### config.mk
export PLATFORM = sky130hd
export DESIGN_NAME = divider_flat
export DESIGN_NICKNAME = d
export VERILOG_FILES = /design/src/rtl/divider_if.sv /design/src/rtl/divider.sv /design/src/flat_wrapper.sv
export SDC_FILE = /design/constraint.sdc
export NUM_CORES = 1
export LEC_CHECK = 0
export ABC_CLOCK_PERIOD_IN_PS = 3100
export BUFFER_PORTS_ARGS = -buffer_cell sky130_fd_sc_hd__buf_2
export CAP_MARGIN = 30
export CELL_PAD_IN_SITES_DETAIL_PLACEMENT = 1
export CELL_PAD_IN_SITES_GLOBAL_PLACEMENT = 2
export CORE_AREA = 2 2 187 189
export CTS_BUF_LIST = sky130_fd_sc_hd__clkbuf_4 sky130_fd_sc_hd__clkbuf_8 sky130_fd_sc_hd__clkbuf_16
export DETAILED_ROUTE_END_ITERATION = 10
export DIE_AREA = 0 0 189 191
export PLACE_DENSITY_LB_ADDON = 0.08
export SLEW_MARGIN = 20
export SYNTH_ARGS = -nofsm -noshare
export SYNTH_HDL_FRONTEND = slang
export SYNTH_SLANG_ARGS = --single-unit
### constraint.sdc
create_clock -name CLK -period 3.1 [get_ports CLK]
set_clock_uncertainty 0.2 [all_clocks]
set_input_delay 0.31 -clock CLK [delete_from_list [all_inputs] [get_ports CLK]]
set_output_delay 0.31 -clock CLK [all_outputs]
set_load 0.02 [all_outputs]
### src/rtl/divider_if.sv
// Execute-stage handshake between the pipeline and the iterative divider.
interface divider_if #(parameter int WORD_WIDTH = 32);
    logic                  start;
    logic [1:0]            div_op;
    logic [WORD_WIDTH-1:0] op_a;
    logic [WORD_WIDTH-1:0] op_b;
    logic                  flush;
    logic [WORD_WIDTH-1:0] res;
    logic                  valid;
    logic                  busy;
    logic                  div_stall;

    modport master (
        output start, div_op, op_a, op_b, flush,
        input  res, valid, busy, div_stall
    );

    modport slave (
        input  start, div_op, op_a, op_b, flush,
        output res, valid, busy, div_stall
    );
endinterface

### src/rtl/divider.sv
// Radix-2 restoring divider for RV32M DIV/DIVU/REM/REMU, one quotient bit per cycle,
// with a single-cycle path for divide-by-zero and signed overflow.
module divider #(
    parameter int WORD_WIDTH = 32
) (
    input  logic     CLK,
    input  logic     nrst,
    divider_if.slave bus
);
    localparam int CW = $clog2(WORD_WIDTH);
    localparam logic [WORD_WIDTH-1:0] ONE     = WORD_WIDTH'(1);
    localparam logic [WORD_WIDTH-1:0] ZERO    = {WORD_WIDTH{1'b0}};
    localparam logic [WORD_WIDTH-1:0] ALL1    = {WORD_WIDTH{1'b1}};
    localparam logic [WORD_WIDTH-1:0] MIN_NEG = {1'b1, {(WORD_WIDTH-1){1'b0}}};
    localparam logic [CW-1:0]         CNT_END = CW'(WORD_WIDTH - 1);

    typedef enum logic [1:0] {
        S_IDLE = 2'd0,
        S_CALC = 2'd1,
        S_FIX  = 2'd2,
        S_DONE = 2'd3
    } state_t;

    state_t                r_state;
    logic [CW-1:0]         r_cnt;
    logic [1:0]            r_op;
    logic                  r_neg_a;
    logic                  r_neg_b;
    logic [WORD_WIDTH-1:0] r_divisor;
    logic [WORD_WIDTH-1:0] r_dvd;   // dividend shifts out, quotient shifts in
    logic [WORD_WIDTH-1:0] r_rem;
    logic [WORD_WIDTH-1:0] r_res;
    logic                  r_valid;
    logic                  r_busy;

    logic                  w_signed;
    logic                  w_dbz;
    logic                  w_ovf;
    logic [WORD_WIDTH-1:0] w_abs_a;
    logic [WORD_WIDTH-1:0] w_abs_b;
    logic [WORD_WIDTH-1:0] w_special;
    logic [WORD_WIDTH:0]   w_trial;
    logic [WORD_WIDTH-1:0] w_quot;
    logic [WORD_WIDTH-1:0] w_remf;
    logic [WORD_WIDTH-1:0] w_fix_res;
    logic                  w_r_signed;

    // Request decode, trial subtraction and sign fix-up
    always_comb begin
        w_signed  = ~bus.div_op[0];
        w_dbz     = (bus.op_b == ZERO);
        w_ovf     = w_signed && (bus.op_a == MIN_NEG) && (bus.op_b == ALL1);
        w_abs_a   = bus.op_a;
        w_abs_b   = bus.op_b;
        w_special = ALL1;
        if (w_signed && bus.op_a[WORD_WIDTH-1]) begin
            w_abs_a = (~bus.op_a) + ONE;
        end else begin
            w_abs_a = bus.op_a;
        end
        if (w_signed && bus.op_b[WORD_WIDTH-1]) begin
            w_abs_b = (~bus.op_b) + ONE;
        end else begin
            w_abs_b = bus.op_b;
        end
        if (w_dbz) begin
            w_special = bus.div_op[1] ? bus.op_a : ALL1;
        end else begin
            w_special = bus.div_op[1] ? ZERO : MIN_NEG;
        end

        w_trial    = {r_rem, r_dvd[WORD_WIDTH-1]} - {1'b0, r_divisor};
        w_r_signed = ~r_op[0];
        if (w_r_signed && (r_neg_a ^ r_neg_b)) begin
            w_quot = (~r_dvd) + ONE;
        end else begin
            w_quot = r_dvd;
        end
        if (w_r_signed && r_neg_a) begin
            w_remf = (~r_rem) + ONE;
        end else begin
            w_remf = r_rem;
        end
        w_fix_res = r_op[1] ? w_remf : w_quot;
    end

    // Divider state machine with registered result, valid and busy
    always_ff @(posedge CLK) begin
        if (!nrst) begin
            r_state   <= S_IDLE;
            r_cnt     <= {CW{1'b0}};
            r_op      <= 2'b00;
            r_neg_a   <= 1'b0;
            r_neg_b   <= 1'b0;
            r_divisor <= ZERO;
            r_dvd     <= ZERO;
            r_rem     <= ZERO;
            r_res     <= ZERO;
            r_valid   <= 1'b0;
            r_busy    <= 1'b0;
        end else if (bus.flush) begin
            r_state <= S_IDLE;
            r_cnt   <= {CW{1'b0}};
            r_valid <= 1'b0;
            r_busy  <= 1'b0;
        end else begin
            case (r_state)
                S_IDLE: begin
                    if (bus.start) begin
                        r_op      <= bus.div_op;
                        r_neg_a   <= w_signed & bus.op_a[WORD_WIDTH-1];
                        r_neg_b   <= w_signed & bus.op_b[WORD_WIDTH-1];
                        r_divisor <= w_abs_b;
                        r_busy    <= 1'b1;
                        if (w_dbz || w_ovf) begin
                            r_res   <= w_special;
                            r_valid <= 1'b1;
                            r_state <= S_DONE;
                        end else begin
                            r_cnt   <= {CW{1'b0}};
                            r_rem   <= ZERO;
                            r_dvd   <= w_abs_a;
                            r_valid <= 1'b0;
                            r_state <= S_CALC;
                        end
                    end else begin
                        r_valid <= 1'b0;
                        r_busy  <= 1'b0;
                    end
                end
                S_CALC: begin
                    if (!w_trial[WORD_WIDTH]) begin
                        r_rem <= w_trial[WORD_WIDTH-1:0];
                        r_dvd <= {r_dvd[WORD_WIDTH-2:0], 1'b1};
                    end else begin
                        r_rem <= {r_rem[WORD_WIDTH-2:0], r_dvd[WORD_WIDTH-1]};
                        r_dvd <= {r_dvd[WORD_WIDTH-2:0], 1'b0};
                    end
                    r_cnt <= r_cnt + CW'(1);
                    if (r_cnt == CNT_END) begin
                        r_state <= S_FIX;
                    end else begin
                        r_state <= S_CALC;
                    end
                end
                S_FIX: begin
                    r_res   <= w_fix_res;
                    r_valid <= 1'b1;
                    r_state <= S_DONE;
                end
                S_DONE: begin
                    r_valid <= 1'b0;
                    r_busy  <= 1'b0;
                    r_state <= S_IDLE;
                end
                default: begin
                    r_valid <= 1'b0;
                    r_busy  <= 1'b0;
                    r_state <= S_IDLE;
                end
            endcase
        end
    end

    assign bus.res       = r_res;
    assign bus.valid     = r_valid;
    assign bus.busy      = r_busy;
    assign bus.div_stall = bus.start & ~r_valid;
endmodule

### src/flat_wrapper.sv
// flat-port wrapper written by rule: the top's interface ports become plain ports
module divider_flat 
#(
    parameter int WORD_WIDTH = 32
)
  (CLK, nrst, bus_start, bus_div_op, bus_op_a, bus_op_b, bus_flush, bus_res, bus_valid, bus_busy, bus_div_stall);
  divider_if #(.WORD_WIDTH(WORD_WIDTH)) bus_i ();
  input  logic CLK;
  input  logic nrst;
  input wire logic [$bits(bus_i.start)-1:0] bus_start;
  input wire logic [$bits(bus_i.div_op)-1:0] bus_div_op;
  input wire logic [$bits(bus_i.op_a)-1:0] bus_op_a;
  input wire logic [$bits(bus_i.op_b)-1:0] bus_op_b;
  input wire logic [$bits(bus_i.flush)-1:0] bus_flush;
  output wire logic [$bits(bus_i.res)-1:0] bus_res;
  output wire logic [$bits(bus_i.valid)-1:0] bus_valid;
  output wire logic [$bits(bus_i.busy)-1:0] bus_busy;
  output wire logic [$bits(bus_i.div_stall)-1:0] bus_div_stall;
  assign bus_i.start = bus_start;
  assign bus_i.div_op = bus_div_op;
  assign bus_i.op_a = bus_op_a;
  assign bus_i.op_b = bus_op_b;
  assign bus_i.flush = bus_flush;
  assign bus_res = bus_i.res;
  assign bus_valid = bus_i.valid;
  assign bus_busy = bus_i.busy;
  assign bus_div_stall = bus_i.div_stall;
  divider #(.WORD_WIDTH(WORD_WIDTH)) u_core (.CLK(CLK), .nrst(nrst), .bus(bus_i));
endmodule
; ---- Word level (Yosys, flattened, before mapping)
; Index checks and enable logic that the tools add are counted.
[classes]
n_mux = 31
n_addsub = 6
n_eq_ne = 9
n_reduce_logical = 18
bitwise_logic = 13
[op_table]
columns = operator, n
row1 = $mux W32, 15
row2 = $pmux W32 S2, 3
row3 = $add A32 B1 Y32 const B, 4
row4 = $not A32 Y32, 4
row5 = $eq A32 B32 Y1 const B, 2
row6 = $sub A33 B32 Y33, 1
row7 = $logic_not A32 Y1, 1
row8 = $mux W5, 2
row9 = $pmux W5 S2, 1
row10 = $pmux W2 S4, 1
row11 = $reduce_and A4 Y1, 2
row12 = $logic_and A1 B1 Y1, 6
row13 = $mux W2, 3
row14 = $reduce_and A3 Y1, 2
row15 = $reduce_bool A2 Y1, 3
row16 = $add A5 B1 Y5 const B, 1
row17 = $eq A5 B5 Y1 const B, 1
row18 = $not A1 Y1, 5
row19 = $eq A2 B2 Y1 const B, 2
row20 = $mux W1, 4
row21 = $ne A2 B2 Y1 const B, 2
row22 = $and A1 B1 Y1, 3
row23 = $pmux W1 S3, 1
row24 = $reduce_bool A3 Y1, 1
row25 = 7 further kinds, 7
[word_totals]
input_bits = 70
register_bits = 141
wordCells = 88
out_inout_bits = 35

; ---- Depth between registers and ports, before layout
; Gate-level depths: netlist of run 1.
[depth]
depth_word = 7
mapped_depth = 13
depth_no_buf = 12

; ---- Worst setup path after synthesis of run 1
; OpenSTA, ideal clock, no wires.
[synth_timing]
path_type = reg-to-reg
startpoint = register u_core.r_dvd[31]
endpoint = register u_core.r_rem[30]
path_buffers = 0
path_stages_with_launch = 13
synth_period_minus_slack_ns = 3.192
required_ns = 2.817
setup_ns = 0.083
arrival_time_ns = 2.909
setup_slack_ns = -0.092
path_cell_list = dfxtp_1 inv_1 ha_1 fa_1 nand2b_1 a21oi_1 o21ba_2 o21ai_0 o311ai_0 or4b_1 nand2b_1 mux2_2 o221ai_1
[synth_via]
elab_chain_len = 3
[synth_lines]
columns = item, line
row1 = from (decl), divider.sv:30  ; logic [WORD_WIDTH-1:0] r_dvd;
row2 = from (signal assigned), divider.sv:122  ; r_dvd <= w_abs_a;
row3 = from (signal assigned), divider.sv:134  ; r_dvd <= {r_dvd[WORD_WIDTH-2:0], 1'b1};
row4 = from (signal assigned), divider.sv:137  ; r_dvd <= {r_dvd[WORD_WIDTH-2:0], 1'b0};
row5 = $sub A33 B32 Y33, divider.sv:72  ; w_trial = {r_rem, r_dvd[WORD_WIDTH-1]} - {1'b0, r_divisor};
row6 = $mux W32, divider.sv:132  ; if (!w_trial[WORD_WIDTH]) begin
row7 = $pmux W32 S2, divider.sv:107  ; case (r_state)
row8 = to (signal assigned), divider.sv:133  ; r_rem <= w_trial[WORD_WIDTH-1:0];
row9 = to (signal assigned), divider.sv:136  ; r_rem <= {r_rem[WORD_WIDTH-2:0], r_dvd[WORD_WIDTH-1]};
row10 = to (decl), divider.sv:31  ; logic [WORD_WIDTH-1:0] r_rem;
; No other way between the ends.
; A chain may end at the register's enable or synchronous reset.

; ---- Final worst setup path of run 1
; Ends and elaborated chain as after synthesis.

==> impl_results.md, run 1 <==
* CP Data Arrival Time at 3250 ps
* Worst r2r src: u_core.r_dvd[31]
* Status: finished with violations
* DR pass1 iterations at 5
* Final worst setup slack at -9.98 ps
* Num CTS Buffers at 17
* Synth Cell Area at about 11000 sq um
* Max Used Layer: met5
* Vias at ~11000
* Hold path start: bus_op_b[7]
* Layout cell share with drive strength beyond 1 at 0.234
* Worst hold slack at 37.1 ps
* Post-synth EDFFs at 0
* FF-to-FF path depth at 14
* CP Buf/Inv Count at 3
* Setup CP Type: reg -> reg
* Placed wire-length estimate at about 35 mm
* Failing checks: setup timing
* Synth-to-Final Area Change at 29.1%
* Reg2reg setup slack at -10 ps
* Drc violations at 0
* Clock root buffer: clkbuf_16
* Power Density at between 300 and 400 nW/um^2
* Unrepaired setup endpoints after global routing: yes
* Worst setup EP type: flop
* Register area at approximately 2800 sq um
* Detailed-route wire length at ~44 mm
* Period utilization at 1.00
* Final hold violations at 0
* Row Count at a little under 70
* CP Max Fanout at 7
* Clk slew on worst S/H paths at approximately 70 ps
* Initial core utilization at 0.316
* YS warnings at 0
* DP Worst Slack at -181 ps
* Core Footprint at around 34000 sq um
* Mapped Nets at ~1600
* Fin. max-slew vios at 0
* Port bufs at between 100 and 150
* Multi-input logic area at approximately 7700 sq um
* Largest net degree at the start of global routing at 39
* Ys async rst share at 0
* Req. time, crit path at ~3200 ps
* VDD IR max at between 0.4 and 0.5 mV
* Vias in the first global route at between 10000 and 15000
* Register area share after synthesis at 0.262
* CP dominant cell by count: a21oi_4
* Max Cap Viol at 0
* CP Cell Sequence: inv_2, ha_4, fa_2, nand2b_4, a21oi_4, o21bai_4, a21oi_4, a21oi_4, o31ai_4, xor2_4, buf_12, buf_6, mux2i_1, o221ai_2
* # IOs at approximately 110
* Clk buf depth at 2
* Met2 wire length at around 21 mm
* CTS tree: yes
* Antenna Cells at 0
* Initial antenna violation count at 1
* Hold Crit Class: in -> reg
* Pleak at approximately 5.5 nW
* Post-DR vias/cell at 5.33
* Worst slew pin tran at 883 ps
* Worst Hold Path EP: u_core.r_divisor[7]
* Slew headroom at 0.410
* DR iter-0 viols at approximately 490
* Global placer's final weighted congestion at about 0.88
* Hold Path Depth at 3
* Mapped Cells at about 1500
* Width of the die at 189 microns
* Syn_area_per_cell at 7.41 sq um
* First-pass GRT wire length at between 60 and 70 mm
* Min Tclk post-route at 3110 ps
* Worst-Skew Late Latency at about 450 ps
* Synth Register Bits at between 100 and 150
* CTS Sinks at ~140
* Synth cell types at 78
* Reg2reg end: u_core.r_rem[30]
* H-tree depth at 4
* Predominant post-synthesis flop cell: dfxtp_1
* Slowest cell delay on critical path at 340 ps
* Overflow after GRT at 0
* Met1 WL at roughly 21 mm
* FILL cells at about 4200
* Die height at approximately 190 microns
* DIE AREA at 36100 sq um
* Fin nets at between 1500 and 2000
* Top cell family by delay on the critical path: compound AO/OA/AOI/OAI gates
* GRT Overall Usage at 0.244
* Met3 wire len at ~1.1 mm
* Achievable Freq at roughly 0.32 GHz
* Drt wl/cell at a little over 20 microns
* CP max-delay cell: dfxtp_2
* Setup-failing EPs final at 1
* Remaining antenna violation count after routing at 0
* Setup TNS at -9.98 ps
* CP startpoint kind: flop
## Yosys cell counts (9+ instances only)
| cell | n | area, sq um |
|---|---|---|
| nand4_1 | 14 | 87.6 |
| nor2_1 | 124 | 465 |
| nor2b_1 | 15 | 93.8 |
| nand3_1 | 25 | 125 |
| o221ai_1 | 11 | 96.3 |
| inv_1 | 60 | 225 |
| mux2i_1 | 21 | 210 |
| o22ai_1 | 9 | 56.3 |
| o31ai_1 | 23 | 173 |
| nor4_1 | 17 | 106 |
| buf_2 | 13 | 65.1 |
| clkbuf_1 | 73 | 274 |
| xnor2_1 | 82 | 718 |
| a211oi_1 | 31 | 233 |
| ha_1 | 44 | 551 |
| nand2b_1 | 23 | 144 |
| a31oi_1 | 14 | 87.6 |
| dfxtp_1 | 141 | 2820 |
| o211ai_1 | 29 | 218 |
| a21oi_1 | 134 | 671 |
| xor2_1 | 56 | 490 |
| or3_1 | 18 | 113 |
| o21ai_0 | 104 | 521 |
| o21ai_1 | 21 | 105 |
| a21o_1 | 9 | 67.6 |
| nand2_1 | 182 | 683 |
| o41ai_1 | 9 | 78.8 |
| nor3_1 | 26 | 130 |
## metal layers
layer,up-vias,GRT usage
met4,2,0.0721
met5,-,0
met2,161,0.417
met1,5543,0.319
met3,39,0.0329
li1,5653,-
## stage by stage
step | area, sq um | total power [mW] | std cells | utilization
2_1_floorplan | 10800 | 2.72 | 1452 | -
3_3_place_gp | 12900 | 3.26 | 2097 | 0.378
3_5_place_dp | 12900 | 3.27 | 2098 | 0.378
4_1_cts | 13700 | 5.49 | 2135 | 0.400
5_1_grt | 13900 | 5.73 | 2139 | 0.407
6_report | 13900 | 5.46 | 2139 | 0.407
## worst max-delay path by stage
stage	startpoint	endpoint	slack, ps	depth (start not counted)
2_1_floorplan	u_core.r_dvd[31]	u_core.r_rem[30]	7	12
3_3_place_gp	bus_op_b[0]	u_core.bus.res[3]	-170	11
3_5_place_dp	u_core.r_dvd[31]	u_core.r_rem[30]	-180	12
4_1_cts	u_core.r_dvd[31]	u_core.r_rem[1]	-20	13
5_1_grt	u_core.r_dvd[31]	u_core.r_rem[30]	-100	14
6_report	u_core.r_dvd[31]	u_core.r_rem[30]	-10	14
## cells by family after synthesis
| family | share of synthesized area |
|---|---|
| buffers and inverters | 0.0559 |
| multiplexers | 0.0237 |
| AO/OA/AOI/OAI | 0.270 |
| adder cells (fa/ha/maj) | 0.0530 |
| XOR/XNOR | 0.115 |
| AND/OR/NAND/NOR | 0.220 |
| flip-flops | 0.262 |
## sequential cells by signal (all words and copies together), names as in the netlist
register	count
u_core.r_neg_a	1
u_core.r_rem	32
u_core.r_state	2
u_core.bus.busy	1
u_core.r_divisor	32
u_core.r_neg_b	1
u_core.r_dvd	32
u_core.r_cnt	5
u_core.bus.valid	1
u_core.bus.res	32
u_core.r_op	2
## layout make-up
cell class	count	share of cell area
Tap cell	455	0.0410
Clock inverter	12	0.00990
Timing Repair Buffer	290	0.146
Sequential cell	141	0.203
Multi-Input combinational cell	1160	0.551
Clock buffer	20	0.0331
Inverter	61	0.0165
## worst register-to-register path, delay by kind of cell, from the launching register on
family                   cells  cell delay (ps)
XOR/XNOR                     1              210
AND/OR/NAND/NOR              1              160
buffers and inverters        3              350
adder cells (fa/ha/maj)      2              480
flip-flops                   1              340
multiplexers                 1              230
AO/OA/AOI/OAI                6             1020
## report_power, final
part	internal (mW)	switching [mW]	leakage (nW)
Clock	1.24	0.931	0.290
Combinational	0.562	0.792	4.11
Sequential	1.88	0.0621	1.15
Total	3.68	1.79	5.54
## what timing repair did
| item | in CTS | in global routing |
|---|---|---|
| gates resized for setup | 22 | 36 |
| hold buffers | 3 | 0 |
| endpoints found under the hold margin | 3 | 0 |
| buffers inserted | 2 | 3 |
| setup endpoints to repair | 30 | 45 |
| cloned | 0 | 1 |
| pin swaps | 9 | 11 |
## cell usage in the layout (no fill, tap or decap), types with 7 or more instances in the layout
master / n
a211oi_1: 31
a21o_1: 9
a21oi_1: 132
a31oi_1: 14
and3_1: 7
buf_2: 104
buf_4: 172
clkbuf_16: 18
dfxtp_1: 139
ha_1: 37
inv_1: 58
mux2i_1: 19
nand2_1: 178
nand2b_1: 21
nand3_1: 25
nand4_1: 14
nor2_1: 120
nor2b_1: 15
nor3_1: 24
nor4_1: 14
o211ai_1: 29
o21ai_0: 101
o21ai_1: 22
o221ai_1: 10
o22ai_1: 8
o31ai_1: 23
o41ai_1: 9
or3_1: 18
xnor2_1: 81
xor2_1: 56
(Power assumes the default switching activity.)
==> run 2: changes to the inputs <==
--- a/config.mk
+++ b/config.mk
@@ -8,12 +8,12 @@
 export ABC_CLOCK_PERIOD_IN_PS = 3100
 export BUFFER_PORTS_ARGS = -buffer_cell sky130_fd_sc_hd__buf_2
 export CAP_MARGIN = 30
-export CELL_PAD_IN_SITES_DETAIL_PLACEMENT = 1
-export CELL_PAD_IN_SITES_GLOBAL_PLACEMENT = 2
-export CORE_AREA = 2 2 187 189
+export CELL_PAD_IN_SITES_DETAIL_PLACEMENT = 0
+export CELL_PAD_IN_SITES_GLOBAL_PLACEMENT = 1
+export CORE_AREA = 2 2 168 170
 export CTS_BUF_LIST = sky130_fd_sc_hd__clkbuf_4 sky130_fd_sc_hd__clkbuf_8 sky130_fd_sc_hd__clkbuf_16
 export DETAILED_ROUTE_END_ITERATION = 10
-export DIE_AREA = 0 0 189 191
+export DIE_AREA = 0 0 170 172
 export PLACE_DENSITY_LB_ADDON = 0.08
 export SLEW_MARGIN = 20
 export SYNTH_ARGS = -nofsm -noshare
==> run 2 against run 1 <==
Compared with the run above:
- the run now ends clean
- critical path depth up 1
- via count down 1.1%
- worst setup slack better by 54 ps
- clock power down 2%
- sequential share of layout area up 0.67 points
- maximum frequency up 1.8%
- global-route usage up 2.7 points
- worst hold slack worse by 20 ps
- cell count down 6.5%
- critical path type unchanged
==> impl_results.md, run 2 (same netlist as run 1, synthesis figures left out) <==
* Multi-input logic area at 7520 sq um (-1.7%)
* Commonest non-fill, non-tap cell in the layout: nand2_1
* Worst r2r src: u_core.r_dvd[31]
* FILL cells at 2796 (-33%)
* CP dominant cell by count: a21oi_2
* Clock root buffer: clkbuf_16
* GRT Overall Usage at 0.271 (+0.0274)
* Remaining antenna violation count after routing at 0 (unchanged)
* CP startpoint: u_core.r_dvd[31]
* CP Data Arrival Time at 3170 ps (-80 ps)
* First-pass GRT wire length at 60.8 mm (-9.9%)
* Antenna Cells at 0 (unchanged)
* Fin. max-slew vios at 0 (unchanged)
* Final hold violations at 0 (unchanged)
* DR pass1 iterations at 5 (unchanged)
* DIE AREA at 29200 sq um (-19%)
* Num CTS Buffers at 17 (unchanged)
* Unrepaired setup endpoints after global routing: yes
* CP max-delay cell: fa_2
* CP Cell Sequence: inv_2, ha_4, fa_2, nand2b_4, a21oi_4, o21bai_1, a21oi_2, a21oi_2, o31ai_4, buf_6, xor2_4, buf_4, clkbuf_16, mux2i_1, o21ai_1
* Req. time, crit path at 3220 ps (-20 ps)
* Pleak at 5.39 nW (-2.7%)
* Setup-failing EPs final at 0 (-1)
* Final total power at 5.33 mW (-2.5%)
* Port bufs at 104 (unchanged)
* Worst setup EP type: flop
* Achievable Freq at 0.327 GHz (+1.8%)
* Max Cap Viol at 0 (unchanged)
* Hold Crit Class: in -> reg
* CP startpoint kind: flop
* VDD IR max at 0.347 mV (-14%)
* Post-DR vias/cell at 5.64 (+5.8%)
* Final worst setup slack at 44.3 ps (+54.3 ps)
* Row Count at 61 (-10%)
* Setup CP Type: reg -> reg
* FF-to-FF path depth at 15 (+1)
* Initial core utilization at 0.392 (+0.0763)
* Drt wl/cell at 19.9 microns (-3.0%)
* Synth-to-Final Area Change at 25.0%
* CTS Sinks at 141 (unchanged)
* Min Tclk post-route at 3060 ps (-54.3 ps)
* CP Max Fanout at 5 (-2)
* Power Density at 396 nW/um^2 (+0.74%)
* Clk buf depth at 2 (unchanged)
* Most frequent cells in the layout: nand2_1, dfxtp_1, buf_4, a21oi_1, nor2_1
* Overflow after GRT at 0 (unchanged)
* Width of the die at 170 microns (-10%)
* Reg2reg setup slack at 40 ps (+50 ps)
* Crit path to: u_core.r_rem[20]
* Fin nets at 1757 (-1.6%)
* Largest net degree at the start of global routing at 75 (+92%)
* # IOs at 105 (unchanged)
* Slowest cell delay on critical path at 340 ps (about the same)
* Slew headroom at 0.347 (-0.0633)
* Core Footprint at 27500 sq um (-19%)
* Initial antenna violation count at 0 (-1)
* CTS tree: yes
* Worst slew pin tran at 980 ps (+96.8 ps)
* Die height at 172 microns (-9.9%)
* Drc violations at 0 (unchanged)
* Vias at 11300 (-1.1%)
* Worst hold slack at 16.6 ps (-20.5 ps)
* Placed wire-length estimate at 30.0 mm (-15%)
* Status: complete, no violations
* Detailed-route wire length at 39.9 mm (-9.3%)
* Global placer's final weighted congestion at 0.904 (+3.0%)
* H-tree depth at 4 (unchanged)
* Worst-Skew Late Latency at 440 ps (about the same)
* Register area at 2830 sq um (unchanged)
* Reg2reg end: u_core.r_rem[20]
* Period utilization at 0.986 (-0.0175)
* Layout cell share with drive strength beyond 1 at 0.215 (-0.0195)
* DR iter-0 viols at 724 (+49%)
* Clk slew on worst S/H paths at 70 ps (about the same)
* Vias in the first global route at 10600 (-7.2%)
* DP Worst Slack at -182 ps (-1.10 ps)
## run 2: cell types whose count changed in the layout (fill, tap and decap cells not counted), moves of 3 or more
cell,previous run,this run
buf_4,172,138
buf_12,5,9
a21oi_1,132,129
a21oi_2,2,7
## run 2: worst max-delay path: cells and delay by family (launching register included)
| kind | cells | cell delay, ps |
|---|---|---|
| mux | 1 | 190 |
| flops | 1 | 330 |
| fa+ha+maj | 2 | 490 |
| simple gates | 1 | 160 |
| compound gates | 6 | 870 |
| xor+xnor | 1 | 160 |
| buf+inv | 4 | 540 |
## run 2: how the worst min path moves through the flow
stage                              start              endpoint  slack (ps)  cells past startpoint
finish                      bus_op_b[15]  u_core.r_divisor[15]          20                      3
global route                bus_op_b[31]  u_core.r_divisor[31]          20                      3
CTS                         bus_op_b[31]  u_core.r_divisor[31]          10                      3
detailed placement    u_core.bus.res[23]    u_core.bus.res[23]         240                      2
global placement      u_core.bus.res[11]    u_core.bus.res[11]         240                      2
floorplan           u_core.r_divisor[31]  u_core.r_divisor[31]         230                      2
## run 2: what timing repair did
action / CTS / global route
pin swaps: 15 / 12
endpoints found under the hold margin: 4 / 0
gates resized for setup: 11 / 30
cloned: 0 / 2
hold buffers: 4 / 0
setup endpoints to repair: 30 / 46
buffers inserted: 1 / 4
## run 2: per-stage QoR
stage	area (sq um)	TNS, ps	cells	utilization
final	13500	0	2001	0.490
after detailed placement	12600	-777	1959	0.458
after global routing	13500	-1180	2001	0.490
after floorplan	10800	0	1452	-
after global placement	12600	-163	1959	0.458
after CTS	13300	-144	1996	0.483
## run 2: where the power goes
part           internal (mW)  switching (mW)  leakage (nW)
Clock                   1.22           0.903         0.281
Sequential              1.88          0.0573          1.15
Combinational          0.524           0.749          3.97
Total                   3.62            1.71          5.39
## run 2: final cells by class
type | instances | share of cell area
clock buffer | 20 | 0.0333
clock inverter | 12 | 0.0104
inverter | 61 | 0.0170
multi-input combinational | 1160 | 0.559
sequential | 141 | 0.210
tap | 346 | 0.0322
timing repair buffer | 261 | 0.138
## run 2: routing by layer
metal | global-route usage | vias to the layer above | part of all wire
li1 | - | 5603 | -
met5 | 0 | - | 0
met2 | 0.437 | 325 | 0.45
met4 | 0.0550 | 0 | 0.013
met3 | 0.0455 | 32 | 0.057
met1 | 0.383 | 5317 | 0.48
